$ cat config.mk
export PLATFORM = sky130hd
export DESIGN_NAME = round_arbiter
export DESIGN_NICKNAME = d
export VERILOG_FILES = /design/src/rtl/round_arbiter.sv
export SDC_FILE = /design/constraint.sdc
export NUM_CORES = 1
export LEC_CHECK = 0
export ABC_AREA = 1
export BUFFER_PORTS_ARGS = -buffer_cell sky130_fd_sc_hd__buf_2
export CORE_ASPECT_RATIO = 1.25
export CORE_UTILIZATION = 35
export CTS_BUF_LIST = sky130_fd_sc_hd__clkbuf_16
export DETAILED_ROUTE_END_ITERATION = 10
export SETUP_SLACK_MARGIN = 0.05
export SYNTH_ARGS = -nofsm -noshare
export SYNTH_HDL_FRONTEND = slang
export SYNTH_SLANG_ARGS = --single-unit
$ cat constraint.sdc
create_clock -name clk -period 1.75 [get_ports clk]
set_input_delay 0.175 -clock clk [delete_from_list [all_inputs] [get_ports clk]]
set_output_delay 0.175 -clock clk [all_outputs]
set_load 0.01 [all_outputs]
$ cat src/rtl/round_arbiter.sv
// Tug-of-war round sequencer: arm delay, go LED, first press after go wins, early press fouls.
// Latency: 3 edges from button to registered outputs; no backpressure, awards held HOLD_CYCLES.
module round_arbiter #(
    parameter int CLOCK_FREQ   = 12000000,
    parameter int ARM_CYCLES   = CLOCK_FREQ / 2,
    parameter int RESP_TIMEOUT = 2 * CLOCK_FREQ,
    parameter int HOLD_CYCLES  = CLOCK_FREQ / 4 + 2
) (
    input  logic       clk,
    input  logic       reset,
    input  logic       start_in,
    input  logic       p1_in,
    input  logic       p2_in,
    input  logic       w_done_in,
    output logic       w1_out,
    output logic       w2_out,
    output logic       go_led_out,
    output logic [3:0] round_cntr_out
);
    localparam int MAX_AR  = (ARM_CYCLES > RESP_TIMEOUT) ? ARM_CYCLES : RESP_TIMEOUT;
    localparam int MAX_CNT = (MAX_AR > HOLD_CYCLES) ? MAX_AR : HOLD_CYCLES;
    localparam int CW      = (MAX_CNT > 1) ? $clog2(MAX_CNT) : 1;

    localparam logic [CW-1:0] ARM_LOAD  = CW'(ARM_CYCLES - 1);
    localparam logic [CW-1:0] RESP_LOAD = CW'(RESP_TIMEOUT - 1);
    localparam logic [CW-1:0] HOLD_LOAD = CW'(HOLD_CYCLES - 1);

    typedef enum logic [2:0] {
        ST_IDLE,
        ST_ARM,
        ST_WAIT,
        ST_AWARD,
        ST_DONE
    } state_t;

    state_t        state_q, state_d;
    logic [CW-1:0] cnt_q, cnt_d;
    logic [2:0]    sync1_q, sync1_d;
    logic [2:0]    sync2_q, sync2_d;
    logic [2:0]    sync3_q, sync3_d;
    logic          w1_q, w1_d;
    logic          w2_q, w2_d;
    logic          go_q, go_d;
    logic [3:0]    round_q, round_d;
    logic [2:0]    evt;
    logic          ev_start, ev_p1_only, ev_p2_only, ev_both;

    always_comb begin
        // Bit 0 start, bit 1 player 1, bit 2 player 2; rising edge seen after two sync stages.
        sync1_d    = {p2_in, p1_in, start_in};
        sync2_d    = sync1_q;
        sync3_d    = sync2_q;
        evt        = sync2_q & ~sync3_q;
        ev_start   = evt[0];
        ev_p1_only = evt[1] & ~evt[2];
        ev_p2_only = evt[2] & ~evt[1];
        ev_both    = evt[1] & evt[2];

        state_d = state_q;
        cnt_d   = cnt_q;
        w1_d    = w1_q;
        w2_d    = w2_q;
        round_d = round_q;

        case (state_q)
            ST_IDLE: begin
                if (ev_start) begin
                    state_d = ST_ARM;
                    cnt_d   = ARM_LOAD;
                end
            end
            ST_ARM: begin
                if (ev_p1_only) begin
                    state_d = ST_AWARD;
                    cnt_d   = HOLD_LOAD;
                    w2_d    = 1'b1;
                end else if (ev_p2_only) begin
                    state_d = ST_AWARD;
                    cnt_d   = HOLD_LOAD;
                    w1_d    = 1'b1;
                end else if (ev_both) begin
                    cnt_d = ARM_LOAD;
                end else if (cnt_q == '0) begin
                    state_d = ST_WAIT;
                    cnt_d   = RESP_LOAD;
                end else begin
                    cnt_d = cnt_q - 1'b1;
                end
            end
            ST_WAIT: begin
                if (ev_p1_only) begin
                    state_d = ST_AWARD;
                    cnt_d   = HOLD_LOAD;
                    w1_d    = 1'b1;
                end else if (ev_p2_only) begin
                    state_d = ST_AWARD;
                    cnt_d   = HOLD_LOAD;
                    w2_d    = 1'b1;
                end else if (ev_both || cnt_q == '0) begin
                    state_d = ST_ARM;
                    cnt_d   = ARM_LOAD;
                end else begin
                    cnt_d = cnt_q - 1'b1;
                end
            end
            ST_AWARD: begin
                if (cnt_q == '0) begin
                    state_d = ST_ARM;
                    cnt_d   = ARM_LOAD;
                    w1_d    = 1'b0;
                    w2_d    = 1'b0;
                end else begin
                    cnt_d = cnt_q - 1'b1;
                end
            end
            ST_DONE: begin
                w1_d = 1'b0;
                w2_d = 1'b0;
            end
            default: begin
                state_d = ST_IDLE;
                w1_d    = 1'b0;
                w2_d    = 1'b0;
            end
        endcase

        // Game over from the winner block truncates any award in flight.
        if (state_q != ST_IDLE && w_done_in) begin
            state_d = ST_DONE;
            w1_d    = 1'b0;
            w2_d    = 1'b0;
        end

        if (state_d == ST_AWARD && state_q != ST_AWARD && round_q != 4'd15) begin
            round_d = round_q + 4'd1;
        end

        go_d = (state_d == ST_WAIT);
    end

    always_ff @(posedge clk) begin
        if (!reset) begin
            state_q <= ST_IDLE;
            cnt_q   <= '0;
            sync1_q <= '0;
            sync2_q <= '0;
            sync3_q <= '0;
            w1_q    <= 1'b0;
            w2_q    <= 1'b0;
            go_q    <= 1'b0;
            round_q <= '0;
        end else begin
            state_q <= state_d;
            cnt_q   <= cnt_d;
            sync1_q <= sync1_d;
            sync2_q <= sync2_d;
            sync3_q <= sync3_d;
            w1_q    <= w1_d;
            w2_q    <= w2_d;
            go_q    <= go_d;
            round_q <= round_d;
        end
    end

    assign w1_out         = w1_q;
    assign w2_out         = w2_q;
    assign go_led_out     = go_q;
    assign round_cntr_out = round_q;
endmodule
# [Word level (Yosys, flattened, before mapping)]
# Index checks and enable logic that the tools add are counted.
[classes] addsub=2 eq_ne=16 mux=27 bitwise_logic=9 reduce_logical=12
[op_table] op="$mux W25" count=9
[op_table] op="$pmux W25 S4" count=1
[op_table] op="$mux W3" count=10
[op_table] op="$logic_not A25 Y1" count=1
[op_table] op="$sub A25 B1 Y25 const B" count=1
[op_table] op="$ne A2 B2 Y1 const B" count=8
[op_table] op="$pmux W3 S5" count=1
[op_table] op="$eq A3 B2 Y1 const B" count=4
[op_table] op="$reduce_and A5 Y1" count=2
[op_table] op="$pmux W1 S4" count=2
[op_table] op="$add A4 B1 Y4 const B" count=1
[op_table] op="$mux W1" count=4
[op_table] op="$ne A4 B4 Y1 const B" count=1
[op_table] op="$not A1 Y1" count=4
[op_table] op="$reduce_bool A4 Y1" count=1
[op_table] op="$and A1 B1 Y1" count=3
[op_table] op="$and A3 B3 Y3" count=1
[op_table] op="$eq A3 B1 Y1 const B" count=1
[op_table] op="$eq A3 B3 Y1 const B" count=1
[op_table] op="$logic_and A1 B1 Y1" count=3
[op_table] op="$logic_not A3 Y1" count=1
[op_table] op="$ne A3 B2 Y1 const B" count=1
[op_table] op="$not A3 Y3" count=1
[op_table] op="$reduce_bool A3 Y1" count=1
[op_table] op="3 further kinds" count=3
[totals] ff_bits=44 in_bits=6 output_inout_bits=7 wordCells=75

# [Longest topological paths before layout]
# Gate-level depths: netlist of run 1.
[logic_depth] ltp_word=12 mapped_depth=15 ltp_nobuf=15

# [Least setup slack after synthesis of run 1]
# No wires, ideal clock.
[synth_path] path_type="reg-to-reg" startpoint="reg cnt_q[0]" endpoint="reg round_q[0], in the netlist round_cntr_out[0]" setup_time_ns=0.114 arrival_ns=1.659 required_ns=1.636 path_slack_ns=-0.023 stages_incl_launch_ff=16 path_buffers=0 period_less_slack_ns=1.773 cell_sequence="dfxtp_1 inv_1 ha_1 nand2_2 nor2_4 nand3_4 nor2_8 nand2_2 nand2_2 nand3_2 nand2_4 nand2_4 nor2_4 nand2_1 nand2_1 nor2_2"
[synth_via] elab_chain_len=10 word_cells_on_any_way=15 classes_between="1 x eq/ne; 10 x mux; 4 x reduce/logical"
[synth_lines] element="start, declared" line="37" text="logic [CW-1:0] cnt_q, cnt_d;"
[synth_lines] element="start signal, assigned" line="154" text="cnt_q <= cnt_d;"
[synth_lines] element="$logic_not A25 Y1 *" line="83, 99, 107"
[synth_lines] element="$mux W3 / $logic_or A1 B1 Y1 (equally long branches)" line="83, 99"
[synth_lines] element="$mux W3, on equally long branches" line="81, 99"
[synth_lines] element="$mux W3, on equally long branches" line="77, 95"
[synth_lines] element="$mux W3, on equally long branches" line="73, 91"
[synth_lines] element="$pmux W3 S5 *" line="65" text="case (state_q)"
[synth_lines] element="$mux W3 *" line="128" text="if (state_q != ST_IDLE && w_done_in) begin"
[synth_lines] element="$eq A3 B2 Y1 *" line="134" text="if (state_d == ST_AWARD && state_q != ST_AWARD && round_q != 4'd15) begin"
[synth_lines] element="$logic_and A1 B1 Y1 * (2 in series)" line="134"
[synth_lines] element="end signal, assigned" line="161" text="round_q <= round_d;"
[synth_lines] element="end, declared" line="44" text="logic [3:0] round_q, round_d;"
# Every way passes the cells marked *; elsewhere a longest branch is shown, timed or not.
# A chain may end at the register's enable or synchronous reset.

# [Worst setup path after layout of run 1]
[layout_path] startpoint="reg cnt_q[0]" endpoint="reg cnt_q[5]"
[layout_via] elab_chain_len=6 word_cells_on_any_way=12 classes_between="1 x add/sub; 9 x mux; 2 x reduce/logical"
[layout_lines] element="$sub A25 B1 Y25 / $logic_not A25 Y1 (equally long branches)"
[layout_lines] element="$mux W25 / $logic_or A1 B1 Y1 (equally long branches)" line="83, 99"
[layout_lines] element="$mux W25, on equally long branches" line="81, 99"
[layout_lines] element="$mux W25, on equally long branches" line="77, 95"
[layout_lines] element="$mux W25, on equally long branches" line="73, 91"
[layout_lines] element="$pmux W25 S4 *" line="65"
# Marks and branches as above.

==> results.cfg, run 1 <==
[status]
status = finished, violations left
failed_checks = setup timing

[setup_path]
arrival_ns = 2.08
r2r-end = cnt_q[5]
cp.required_ns = 1.95
crit_fanout = 5
endpoint_kind = register
endpoint = cnt_q[5]
start_kind = register
reg2reg_slack_ns = -0.13
crit_start = cnt_q[0]
reg2reg_depth = 12
path_class = reg -> reg
r2r-start = cnt_q[0]

[floorplan]
die_h_um = 101
die-area_mm2 = 0.00820
core_area_mm2 = 0.00749
die_w_um = 81.2
num_rows = 35
io_pins = 13
start_util = 0.366

[worst_hold_path]
hold_class = in -> reg

[power]
finalPower_mw = 4.68
powerDensity_mw_per_mm2 = 1250
peakVddDrop_mv = 0.549
leakage_nw = 1.79

[yosys]
syn_avg_cell_area_um2 = 7.00
synth.top_cells.by_area = dfxtp_1, nand2_1, inv_1, nor2_1, a21oi_1
syn-instance-count = 392
async_flop_share = 0
yosysTopAreaCellShare = 0.321
yosys_warnings = 0
yosysSeqAreaShare = 0.321
synth_edf_count = 0
mappedNetlistArea_mm2 = 0.00274
syn-num-nets = 400
synth_area_leader_cell = dfxtp_1
yosysUniqueCellTypes = 39
ys_ff_latch = 44
synthFlopType = dfxtp_1

[finish]
antennaDiodeCount = 0
final_common_cell = nand2_1
layout-drive-gt1-share = 0.366
final_cell_mix = nand2_1, buf_4, inv_1, dfxtp_1, nor2_1
ff_latch_area_um2 = 885
multi_input_area_mm2 = 0.00177
area_delta_synth_final_pct = 36.1
fill_cells = 734
layout.nets = 477

[timing]
min_period_ns = 1.88
slew_violations = 0
rsz0062_at_grt = yes
slew_headroom = 0.803
fin_crit_sh = 1.07
worst_pin_slew_ns = 0.294
worst_slack_ns = -0.126
hold_viol = 0
clock_skew_ns = 0.00745
setup_viol = 13
maxClockFrequency_ghz = 0.533

[route]
drt_first_iter_violations = 89
drt_pass1_iterations = 4
wl_per_cell_um = 13.7
via_count = 2767
ant_nets = 0
drc = 0
via_per_inst = 4.92
wirelength_um = 7680

[global_routing]
overflow = 0
grt_first_pass_wirelength_um = 12300
grt_use_total = 0.200
antenna_found_initial = 0
grt_max_degree = 26
grt_pass1_vias = 2638

[clocking]
tritoncts = built
cts_sinks = 44
clock_latency_ns = 0.29
cts.path.max_buffers = 2
root_buffer = clkbuf_16
clkTransAtPathRegs_ns = 0.07
htree_levels = 2
cts_made_buffers = 5

[placement]
dp_hpwl_um = 5770
preCtsSetupSlack_ns = -0.177
gp_congestion = 0.918
portBuffers = 12

[job]
cap_violations = 0
==> worst min path at each step <==
| stage | start | end | slack (ns) | depth (start not counted) |
|---|---|---|---|---|
| 3_5_place_dp | p1_in | sync1_q[1] | 0.36 | 3 |
| 2_1_floorplan | start_in | sync1_q[0] | 0.27 | 2 |
| 3_3_place_gp | p2_in | sync1_q[2] | 0.35 | 3 |
| 5_1_grt | p2_in | sync1_q[2] | 0.07 | 3 |
| 6_report | p1_in | sync1_q[1] | 0.07 | 3 |
| 4_1_cts | p1_in | sync1_q[1] | 0.06 | 3 |
==> final cells by class <==
type,instances,share of cell area
multi-input cells,279,0.474
flip-flops and latches,44,0.237
repair buffers,76,0.149
inverters,63,0.0660
clock buffers,5,0.0335
well taps,92,0.0308
clock inverters,3,0.0101
==> routing by layer <==
metal  up-vias  track usage  routed length, µm
met5         -            0                  0
met4         0        0.102                295
met3        21       0.0353                257
met2        60        0.362               4070
met1      1274        0.217               3070
li1       1412            -                  -
==> cells in the mapped netlist (5+ instances only) <==
cell type,number
inv_2,8
inv_1,51
nand3_1,20
dfxtp_1,44
o21ai_0,18
a21oi_1,25
nand4_1,6
nor2_2,14
nor2_1,36
o21ai_1,7
o211ai_1,5
xor2_1,13
nand2_4,6
nor2_4,8
nand2_2,7
a211oi_1,6
nand2_1,76
nor3_1,5
==> power by group <==
part | switching [mW] | internal, mW | total [mW]
clock network | 0.397 | 0.664 | 1.06
registers | 0.108 | 1.12 | 1.23
logic | 1.39 | 1.00 | 2.39
==> state kept, by name (all words and copies together), names as in the netlist <==
signal	count
cnt_q	25
round_cntr_out	4
state_q	3
sync1_q	3
sync2_q	3
sync3_q	3
go_led_out	1
w1_out	1
w2_out	1
==> repair_timing <==
| action | in CTS | in global routing |
|---|---|---|
| hold buffers | 0 | 0 |
| cloned | 0 | 0 |
| buffers inserted | 5 | 7 |
| pin swaps | 14 | 17 |
| setup endpoints to repair | 18 | 32 |
| gates resized for setup | 16 | 36 |
==> stage by stage <==
stage               std cells  instance area, µm²  hold WS (ns)   util  TNS (ns)
floorplan                 392                2760         0.273      -         0
global placement          543                3300         0.354  0.441    -0.141
detailed placement        543                3300         0.361  0.441    -0.515
CTS                       556                3550        0.0648  0.474    -0.551
global route              562                3730        0.0698  0.498     -2.87
finish                    562                3730        0.0675  0.498    -0.666
==> critical path, cell delays in order, from the launching register on <==
cell and delay, ns:
dfxtp_2 0.32, inv_2 0.07, ha_4 0.15, nand2_4 0.05, nor2_4 0.18, nand3_4 0.13
nor2_8 0.15, buf_6 0.13, clkinvlp_4 0.12, buf_4 0.17, nand3_1 0.07, a21oi_1 0.07
a211oi_1 0.19
==> cell families after synthesis <==
kind of cell,Yosys count,synth area share
fa+ha+maj,2,0.00912
buf+inv,69,0.0985
xor+xnor,14,0.0447
compound gates,71,0.154
flops,44,0.321
simple gates,192,0.372
Note: power is estimated with default switching activity, not from simulation.
==> run 2: changes to the inputs <==
Settings changed: SKIP_CTS_REPAIR_TIMING set to 1.
==> results.cfg, run 2 (same netlist as run 1, synthesis figures left out) <==
[timing]
worst_slack_ns = -0.0840
fin_crit_sh = 1.05
clock_skew_ns = 0.00537
slew_headroom = 0.808
rsz0062_at_grt = yes
setup_viol = 10
slew_violations = 0
min_period_ns = 1.83
hold_slack_ns = 0.0674
maxClockFrequency_ghz = 0.545
hold_viol = 0
worst_pin_slew_ns = 0.286

[route]
via_per_inst = 4.85
drc = 0
wl_per_cell_um = 13.6
via_count = 2716
drt_first_iter_violations = 93
wirelength_um = 7590
drt_pass1_iterations = 4
ant_nets = 0

[finish]
instances_no_fill = 560
area_delta_synth_final_pct = 34.8
final_common_cell = nand2_1
final_cell_mix = nand2_1, buf_4, inv_1, dfxtp_1, nor2_1
layout.nets = 475
fill_cells = 741
ff_latch_area_um2 = 895
antennaDiodeCount = 0
layout-drive-gt1-share = 0.372
multi_input_area_mm2 = 0.00174
finalInstanceArea_mm2 = 0.00370
registers.top_by_ff_count = cnt_q
largest_register_ffs = 25

[setup_path]
cp_top_family = simple AND/OR/NAND/NOR gates
endpoint_kind = register
arrival_ns = 2.01
cp.buffers_inverters = 1
path_cells = inv_2 -> ha_4 -> nand2_4 -> nor2_4 -> nand2_1 -> nor2_2 -> nand2_2 -> xor2_2 -> a31oi_1 -> nor3_2 -> nor2_1
crit_path_max_incr_delay_ns = 0.32
start_kind = register
path_class = reg -> reg
cp.required_ns = 1.93
cpMaxStageDelayCell = dfxtp_2
crit_fanout = 5

[clocking]
clock_latency_ns = 0.29
root_buffer = clkbuf_16
cts.path.max_buffers = 2
clkTransAtPathRegs_ns = 0.06
tritoncts = built
cts_made_buffers = 5
cts_sinks = 44
htree_levels = 2

[placement]
postPlaceCellArea_mm2 = 0.00330
dp_hpwl_um = 5770
dp_cells = 543
portBuffers = 12
gp_congestion = 0.918
preCtsSetupSlack_ns = -0.177

[global_routing]
grt_pass1_vias = 2585
antenna_found_initial = 0
grt_first_pass_wirelength_um = 12100
grt_max_degree = 26
grt_use_total = 0.196
overflow = 0

[power]
powerDensity_mw_per_mm2 = 1230
leakage_nw = 1.78
peakVddDrop_mv = 0.559

[status]
status = finished, violations left
failed_checks = setup timing

[floorplan]
start_util = 0.366
core_area_mm2 = 0.00749
io_pins = 13
die_h_um = 101
num_rows = 35
die-area_mm2 = 0.00820
die_w_um = 81.2

[job]
cap_violations = 0

[worst_hold_path]
hold_class = in -> reg
==> run 2: worst paths after layout <==
| kind | depth (start not counted) | end | startpoint | slack (ns) |
|---|---|---|---|---|
| hold / removal | 3 | sync1_q[1] | p1_in | 0.07 |
| hold reg to reg | 2 | sync2_q[2] | sync1_q[2] | 0.41 |
| setup / recovery | 11 | cnt_q[20] | cnt_q[1] | -0.08 |
| setup reg to reg | 11 | cnt_q[20] | cnt_q[1] | -0.08 |
==> run 2: through the flow <==
step / total power [mW] / utilization / TNS (ns)
final: 4.56 / 0.494 / -0.357
after floorplan: 2.55 / - / 0
after global routing: 4.84 / 0.494 / -2.69
after global placement: 3.20 / 0.441 / -0.141
after CTS: 4.28 / 0.463 / -0.707
after detailed placement: 3.21 / 0.441 / -0.515
==> run 2: tightest hold or removal path, stage by stage <==
cell and delay, ns:
buf_2 0.07, nand2_1 0.04, inv_1 0.04
==> run 2: final cells by class <==
type / count / area share
multi-input combinational: 279 / 0.471
sequential: 44 / 0.242
clock buffer: 5 / 0.0339
timing repair buffer: 74 / 0.145
inverter: 63 / 0.0667
clock inverter: 3 / 0.0102
tap: 92 / 0.0311
==> run 2: metal layers <==
metal | wire length, µm | global-route usage
met1 | 3060 | 0.214
met2 | 4060 | 0.356
met3 | 202 | 0.0344
met4 | 272 | 0.0962
met5 | 0 | 0
==> run 2: where the power goes <==
group	total [mW]	internal (mW)	switching, mW
clock network	1.05	0.664	0.390
logic	2.27	0.948	1.32
registers	1.24	1.12	0.111
==> run 3: changes to the inputs <==
Settings changed: BUFFER_PORTS_ARGS -buffer_cell sky130_fd_sc_hd__buf_2 to unset, DONT_BUFFER_PORTS set to 1.
==> results.cfg, run 3 (same netlist as run 1, synthesis figures left out) <==
[power]
peakVddDrop_mv = 0.788
leakage_nw = 1.80
powerDensity_mw_per_mm2 = 1260

[timing]
hold_slack_ns = -0.0162
setup_viol = 11
hold_viol = 4
min_period_ns = 1.81
rsz0062_at_grt = yes
slew_violations = 0
slew_headroom = 0.785
worst_slack_ns = -0.0629
final.setup.tns_ns = -0.278
fin_crit_sh = 1.04
maxClockFrequency_ghz = 0.552
worst_pin_slew_ns = 0.321
clock_skew_ns = 0.00253

[setup_path]
crit_fanout = 6
endpoint_kind = register
cp.buffers_inverters = 1
cpMostUsedCell = nand2_4
start_kind = register
path_cells = inv_2 -> ha_4 -> nand2_4 -> nor2_4 -> nand3_4 -> nor2_8 -> nand2_2 -> nand2_2 -> nand3_2 -> nand2_4 -> nand2_4 -> nor2_4 -> nand2_1 -> nand2_1 -> nor2_2
arrival_ns = 2.00
cpMaxStageDelayCell = dfxtp_2
cp.required_ns = 1.93
path_class = reg -> reg
cp_top_family = simple AND/OR/NAND/NOR gates
crit_path_max_incr_delay_ns = 0.32

[route]
ant_nets = 0
via_count = 2779
wirelength_um = 7950
via_per_inst = 4.97
drt_pass1_iterations = 4
drc = 0
drt_first_iter_violations = 109
wl_per_cell_um = 14.2

[global_routing]
grt_max_degree = 27
overflow = 0
grt_pass1_vias = 2673
grt_first_pass_wirelength_um = 12300
grt_use_total = 0.198
antenna_found_initial = 0

[clocking]
cts_made_buffers = 5
htree_levels = 2
clock_latency_ns = 0.29
clkTransAtPathRegs_ns = 0.07
tritoncts = built
cts.path.max_buffers = 2
root_buffer = clkbuf_16
cts_sinks = 44

[floorplan]
core_area_mm2 = 0.00749
start_util = 0.366
die_h_um = 101
die-area_mm2 = 0.00820
die_w_um = 81.2
io_pins = 13
num_rows = 35

[finish]
fill_cells = 709
largest_register_ffs = 25
ff_latch_area_um2 = 890
final_util = 0.508
layout.nets = 474
area_delta_synth_final_pct = 38.7
antennaDiodeCount = 0
final_common_cell = nand2_1
layout-drive-gt1-share = 0.373
multi_input_area_mm2 = 0.00180
finalInstanceArea_mm2 = 0.00380
instances_no_fill = 559
registers.top_by_ff_count = cnt_q
final_cell_mix = nand2_1, buf_4, inv_1, dfxtp_1, nor2_1

[worst_hold_path]
hold_class = in -> reg

[placement]
preCtsSetupSlack_ns = -0.164
gp_congestion = 0.895
dp_cells = 525
dp_hpwl_um = 5770
postPlaceCellArea_mm2 = 0.00321
portBuffers = 0

[job]
cap_violations = 0

[status]
failed_checks = hold timing, setup timing
status = finished, violations left
-- run 3: cell count changes in the layout (fill, tap and decap cells not counted), sizes merged --
| cell | before | now |
|---|---|---|
| buf | 74 | 66 |
| dlygate4sd3 | 0 | 7 |
| inv | 59 | 61 |
| clkinv | 4 | 2 |
-- run 3: per-stage QoR --
stage	total power, mW	hold slack [ns]
global route	5.08	0.00107
finish	4.78	-0.0162
detailed placement	3.21	0.278
global placement	3.18	0.274
CTS	4.32	-0.0224
floorplan	2.55	0.273
-- run 3: where the power goes --
group / total [mW] / switching, mW / internal, mW
clock: 1.09 / 0.415 / 0.679
sequential: 1.24 / 0.117 / 1.12
combinational: 2.45 / 1.38 / 1.07
-- run 3: routing by layer --
| metal | part of all wire | routed length, µm | vias to the layer above | global-route usage |
|---|---|---|---|---|
| met5 | 0 | 0 | - | 0 |
| met4 | 0.034 | 268 | 0 | 0.0989 |
| met3 | 0.038 | 305 | 21 | 0.0326 |
| met2 | 0.54 | 4310 | 60 | 0.361 |
| met1 | 0.39 | 3070 | 1291 | 0.214 |
| li1 | - | - | 1407 | - |
-- run 3: area by class of cell --
class | instances | share of cell area
Clock buffer | 5 | 0.0329
Clock inverter | 3 | 0.0122
Inverter | 63 | 0.0638
Multi-Input combinational cell | 279 | 0.473
Sequential cell | 44 | 0.234
Tap cell | 92 | 0.0303
Timing Repair Buffer | 73 | 0.154
-- run 3: worst paths after layout --
path	start	endpoint	slack, ns	cells after the start
worst max-delay path	cnt_q[0]	round_cntr_out[1]	-0.06	15
worst min-delay path	reset	sync2_q[2]	-0.02	2
worst min register to register	sync1_q[2]	sync2_q[2]	0.41	2
worst max register to register	cnt_q[0]	round_cntr_out[1]	-0.06	15
